--- src/rtl/controlador_sequenciador.sv ---
// SAP-1 controller/sequencer: six-state one-hot ring (T1..T6) stepped on the
// falling clock edge, decoding the IR opcode nibble into the 12-bit control word.
module controlador_sequenciador #(
  parameter logic [3:0] OP_LDA = 4'b0000,
  parameter logic [3:0] OP_ADD = 4'b0001,
  parameter logic [3:0] OP_SUB = 4'b0010,
  parameter logic [3:0] OP_OUT = 4'b1110,
  parameter logic [3:0] OP_HLT = 4'b1111
) (
  input  logic        clk,
  input  logic        n_clr,
  input  logic [3:0]  opcode,
  output logic [11:0] con,
  output logic [5:0]  t,
  output logic        hlt
);

  // Control word bit order: {Cp,Ep,n_Lm,n_CE,n_Li,n_Ei,n_La,Ea,Su,Eu,n_Lb,n_Lo}
  localparam logic [11:0] CON_IDLE   = 12'h3E3;
  localparam logic [11:0] CON_T1     = 12'h5E3;
  localparam logic [11:0] CON_T2     = 12'hBE3;
  localparam logic [11:0] CON_T3     = 12'h263;
  localparam logic [11:0] CON_MEM_AD = 12'h1A3;
  localparam logic [11:0] CON_LDA_5  = 12'h2C3;
  localparam logic [11:0] CON_ALU_5  = 12'h2E1;
  localparam logic [11:0] CON_ADD_6  = 12'h3C7;
  localparam logic [11:0] CON_SUB_6  = 12'h3CF;
  localparam logic [11:0] CON_OUT_4  = 12'h3F2;

  localparam logic [5:0] T1 = 6'b000001;
  localparam logic [5:0] T2 = 6'b000010;
  localparam logic [5:0] T3 = 6'b000100;
  localparam logic [5:0] T4 = 6'b001000;
  localparam logic [5:0] T5 = 6'b010000;
  localparam logic [5:0] T6 = 6'b100000;

  logic [5:0] t_q, t_d;
  logic       halt_q, halt_d;
  logic       ring_onehot;

  always_comb begin
    ring_onehot = (t_q != 6'd0) && ((t_q & (t_q - 6'd1)) == 6'd0);
    t_d    = t_q;
    halt_d = halt_q;
    if (!halt_q) begin
      if (!ring_onehot) begin
        t_d = T1;
      end else if ((t_q == T4) && (opcode == OP_HLT)) begin
        // Freeze at T4: the ring does not advance once halted.
        halt_d = 1'b1;
      end else begin
        t_d = {t_q[4:0], t_q[5]};
      end
    end
  end

  always_ff @(negedge clk or negedge n_clr) begin
    if (!n_clr) begin
      t_q    <= T1;
      halt_q <= 1'b0;
    end else begin
      t_q    <= t_d;
      halt_q <= halt_d;
    end
  end

  always_comb begin
    con = CON_IDLE;
    if (n_clr && !halt_q) begin
      case (t_q)
        T1: con = CON_T1;
        T2: con = CON_T2;
        T3: con = CON_T3;
        T4: begin
          if ((opcode == OP_LDA) || (opcode == OP_ADD) || (opcode == OP_SUB))
            con = CON_MEM_AD;
          else if (opcode == OP_OUT)
            con = CON_OUT_4;
        end
        T5: begin
          if (opcode == OP_LDA)
            con = CON_LDA_5;
          else if ((opcode == OP_ADD) || (opcode == OP_SUB))
            con = CON_ALU_5;
        end
        T6: begin
          if (opcode == OP_ADD)
            con = CON_ADD_6;
          else if (opcode == OP_SUB)
            con = CON_SUB_6;
        end
        default: con = CON_IDLE;
      endcase
    end
  end

  assign t   = t_q;
  assign hlt = halt_q | ((t_q == T4) && (opcode == OP_HLT));

endmodule

--- config.mk ---
export PLATFORM = sky130hd
export DESIGN_NAME = controlador_sequenciador
export DESIGN_NICKNAME = d
export VERILOG_FILES = /design/src/rtl/controlador_sequenciador.sv
export SDC_FILE = /design/constraint.sdc
export NUM_CORES = 1
export LEC_CHECK = 0
export ABC_AREA = 1
export CAP_MARGIN = 5
export CELL_PAD_IN_SITES_DETAIL_PLACEMENT = 0
export CELL_PAD_IN_SITES_GLOBAL_PLACEMENT = 1
export CORE_UTILIZATION = 28
export DETAILED_ROUTE_END_ITERATION = 8
export PLACE_DENSITY = 0.84
export SYNTH_ARGS = -nofsm -noshare
export SYNTH_HDL_FRONTEND = slang
export SYNTH_SLANG_ARGS = --single-unit
--- constraint.sdc ---
create_clock -name clk -period 2.2 [get_ports clk]
set_clock_uncertainty 0.05 [all_clocks]
set_input_delay 0.66 -clock clk [delete_from_list [all_inputs] [get_ports clk]]
set_output_delay 0.66 -clock clk [all_outputs]
set_load 0.02 [all_outputs]
## Word-level counts from Yosys, hierarchy flattened

Index checks and enable logic that the tools add are counted.

| cells by class | value |
|---|---|
| multiplexer cells | 13 |
| add/subtract/negate cells | 1 |
| equal/unequal tests | 11 |
| reduce and logical (&&, ||, !) cells | 11 |
| bitwise operators | 3 |

Operators by type and width:

| operator | count |
|---|---|
| one-hot mux 12 bit (6 select lines) | 1 |
| two-way mux 6 bit | 4 |
| two-way mux 9 bit | 2 |
| two-way mux 12 bit | 1 |
| two-way mux 10 bit | 1 |
| == test 4 bit (second input constant) | 2 |
| bitwise AND 6 bit | 1 |
| == test 6 x 1 -> 1 bit (second input constant) | 1 |
| == test 6 x 2 -> 1 bit (second input constant) | 1 |
| == test 6 x 3 -> 1 bit (second input constant) | 1 |
| == test 6 x 4 -> 1 bit (second input constant) | 1 |
| == test 6 x 5 -> 1 bit (second input constant) | 1 |
| == test 6 bit (second input constant) | 1 |
| logical NOT 6 bit | 1 |
| nonzero test 6 bit | 1 |
| subtractor 6 x 1 -> 6 bit (second input constant) | 1 |
| two-way mux 5 bit | 1 |
| == test 4 x 1 -> 1 bit (second input constant) | 1 |
| == test 4 x 2 -> 1 bit (second input constant) | 1 |
| logical NOT 4 bit | 1 |
| logical AND 1 bit | 3 |
| logical OR 1 bit | 3 |
| two-way mux 1 bit | 3 |
| inequality test 2 bit (second input constant) | 1 |
| 4 further kinds | 4 |

| word-level totals | value |
|---|---|
| logic and storage cells | 41 |
| input bits | 6 |
| output and inout port bits | 19 |
| flip-flop bits (word level) | 7 |

## Longest topological paths before layout

Gate-level depths: netlist (run 1).

| depth | value |
|---|---|
| depth after elaboration | 6 |
| gate-level depth with buffers | 8 |
| depth with buffers taken out | 8 |

==> results of run 1 <==
[cell families (layout without fill, tap and decap cells)]
kind of cell,count (synthesis),after routing,synth area share
buffers and inverters,21,93,0.128
DFF,7,7,0.262
and+or+nand+nor,74,74,0.512
AOI/OAI and AO/OA,10,10,0.0983
[flip-flops by register name, indices dropped and copies added (netlist names)]
name / flops
halt_q: 1
t: 6
[through the flow]
stage	instances	setup TNS, ps	setup WS, ps
after floorplan	112	-13900	-882
after global placement	185	-27980	-1360
after detailed placement	185	-28560	-1380
after CTS	204	-21730	-1230
after global routing	212	-23220	-1370
final	212	-21460	-1280
[worst max-delay path, cell delays in order, from the launching register on]
cell and delay [ps]:
dfrtn_1 540, inv_1 120, nor2_2 160, nand3_4 130, buf_6 150, o21bai_4 160
buf_6 140
[final timing paths]
check,endpoint,startpoint
min in group asynchronous,t[3],n_clr
min,halt_q,halt_q
min reg2reg,halt_q,halt_q
max reg2reg,t[0],t[3]
max in group asynchronous,t[0],n_clr
max,hlt,t[3]
[layout by cell type, fill, tap and decap left out, types with 2 or more instances in the layout]
cell type | netlist | final
nand3_1 | 14 | 4
nor2_4 | 2 | 10
clkbuf_2 | 0 | 2
inv_1 | 18 | 14
nand4_1 | 3 | 3
inv_2 | 2 | 4
buf_6 | 1 | 30
nand3_4 | 1 | 10
buf_2 | 0 | 2
nand2_1 | 28 | 22
nand2_2 | 0 | 6
nor2_2 | 1 | 4
clkbuf_4 | 0 | 3
o21ai_1 | 5 | 5
buf_4 | 0 | 34
nor2_1 | 22 | 11
dfrtn_1 | 6 | 6
[repair_timing]
action                     4_1_cts  5_1_grt
gates resized for setup        134       25
setup buffers                   15        9
pin swaps                       10        4
cloned                           0        1
setup endpoints to repair       26       26
[routing by layer]
layer | routed length, um | part of all wire | vias up
met1 | 1190 | 0.40 | 488
met4 | 114 | 0.039 | 0
met3 | 99 | 0.033 | 16
met2 | 1560 | 0.53 | 26
li1 | - | - | 497
met5 | 0 | 0 | -
[power groups by stage]
| stage | Combinational (mW) | Clock, mW | Sequential [mW] |
|---|---|---|---|
| 3_3_place_gp | 1.33 | 0.00569 | 0.240 |
| 6_report | 1.87 | 0.124 | 0.242 |
| 4_1_cts | 1.66 | 0.130 | 0.235 |
| 5_1_grt | 1.98 | 0.140 | 0.248 |
| 2_1_floorplan | 0.810 | 0.00569 | 0.284 |
| 3_5_place_dp | 1.35 | 0.00569 | 0.246 |
[cell type report]
class / instances / area share
tap: 28 / 0.0220
sequential: 7 / 0.111
inverter: 19 / 0.0511
clock inverter: 2 / 0.00550
multi-input combinational: 84 / 0.405
clock buffer: 3 / 0.0142
timing repair buffer: 69 / 0.392
==> reports/qor.yml, run 1 <==
status: "finished, violations left"
violations: "setup timing"
clock-sinks: 7
dieArea_mm2: 0.00261
cts_root_buf: "clkbuf_4"
netlist-cell-type-count: 19
reg2regPathDepth: 9
crit_path_end_kind: "output pin"
min_path_type: "reg2reg"
synth_ff_type: "dfrtn_1"
slew_viol_final: 0
ios: 25
antenna_cells: 0
intPower_mw: 1.14
setup_viol: 25
firstDrtPassIters: 4
crit_path_max_fanout: 4
p_comb_frac: 0.836
multiInputGateArea_um2: 644
core_area_mm2: 0.00223
use_met1: 0.223
ant_nets: 0
finalInstanceArea_mm2: 0.00159
cts.clk_slew.worst_paths_ps: 50
cts_hold_buf: 0
yosysMostFrequentCell: "nand2_1"
first_global_vias: 996
drt-initial-drc-count: 16
grt_use_total: 0.212
area_delta_synth_final_pct: 136
yosys.area.top_type_share: 0.223
fillers: 173
irDropWorstVdd_mv: 0.896
tritoncts: "done"
leakage_nw: 0.778
start_kind: "register"
worstHoldPathCells: 2
cp.arrival_ps: 2770
worst_slack_ps: -1280
ys_ff_latch: 7
hpwl_um: 1800
wl_per_cell_um: 14.0
grt.met2_usage: 0.373
globalplace.congestion: 0.837
wirelength_um: 2960
cap_violations: 0
num_rows: 17
hold_viol: 0
die_h_um: 51.1
rsz0062_at_grt: "true"
placed_area_mm2: 0.00128
grt_max_degree: 13
antenna_found_initial: 0
power.density_mw_per_mm2: 1400
syn_nets: 118
register_area_um2: 176
synthCells: 112
switching_power_mw: 1.09
nNetsFinal: 191
async_flop_share: 1.00
sequentialPowerShare: 0.108
critPathKind: "reg2out"
io_buffers: 24
cts_buffer_depth: 2
yosys-top-cells-count: "nand2_1 (28), nor2_1 (22), inv_1 (18), nand3_1 (14), dfrtn_1 (6)"
synth_edf_count: 0
grt.busiest_layer: "met2"
yosysTopAreaCell: "dfrtn_1"
total_power_mw: 2.23
cts-htree-levels: 1
start_util: 0.302
drive_above_1_share: 0.625
grt.overflow.total: 0
drc: 0
yosys_warnings: 0
max_slew.worst_pin.slew_ps: 629
numCtsBuffers: 3
vias: 1027
hold_slack_ps: 479
viasPerCell: 4.84
switching_share: 0.490
clk_latency_ps: 300
syn_area_per_cell_um2: 6.02
rrSetupSlack_ps: 480
grt_pass1_wl_um: 4070
synthTopCellsByArea: "dfrtn_1 (22%), nand2_1 (16%), nor2_1 (12%)"
worstPathRequired_ps: 1490
slew_headroom: 0.576
die_w_um: 51.1
final_util: 0.713
pwr-share-clk: 0.056
ys_seq_area_frac: 0.262
synth_area_um2: 674
met3_usage: 0.0446
(Power assumes the default switching activity.)
==> run 2, diff against run 1 <==
--- a/config.mk
+++ b/config.mk
@@ -9,6 +9,7 @@
 export CAP_MARGIN = 5
 export CELL_PAD_IN_SITES_DETAIL_PLACEMENT = 0
 export CELL_PAD_IN_SITES_GLOBAL_PLACEMENT = 1
+export CORE_MARGIN = 1
 export CORE_UTILIZATION = 28
 export DETAILED_ROUTE_END_ITERATION = 8
 export PLACE_DENSITY = 0.84
==> results of run 2 <==
No change in the layout: final DEF, timing and power equal those of run 1.
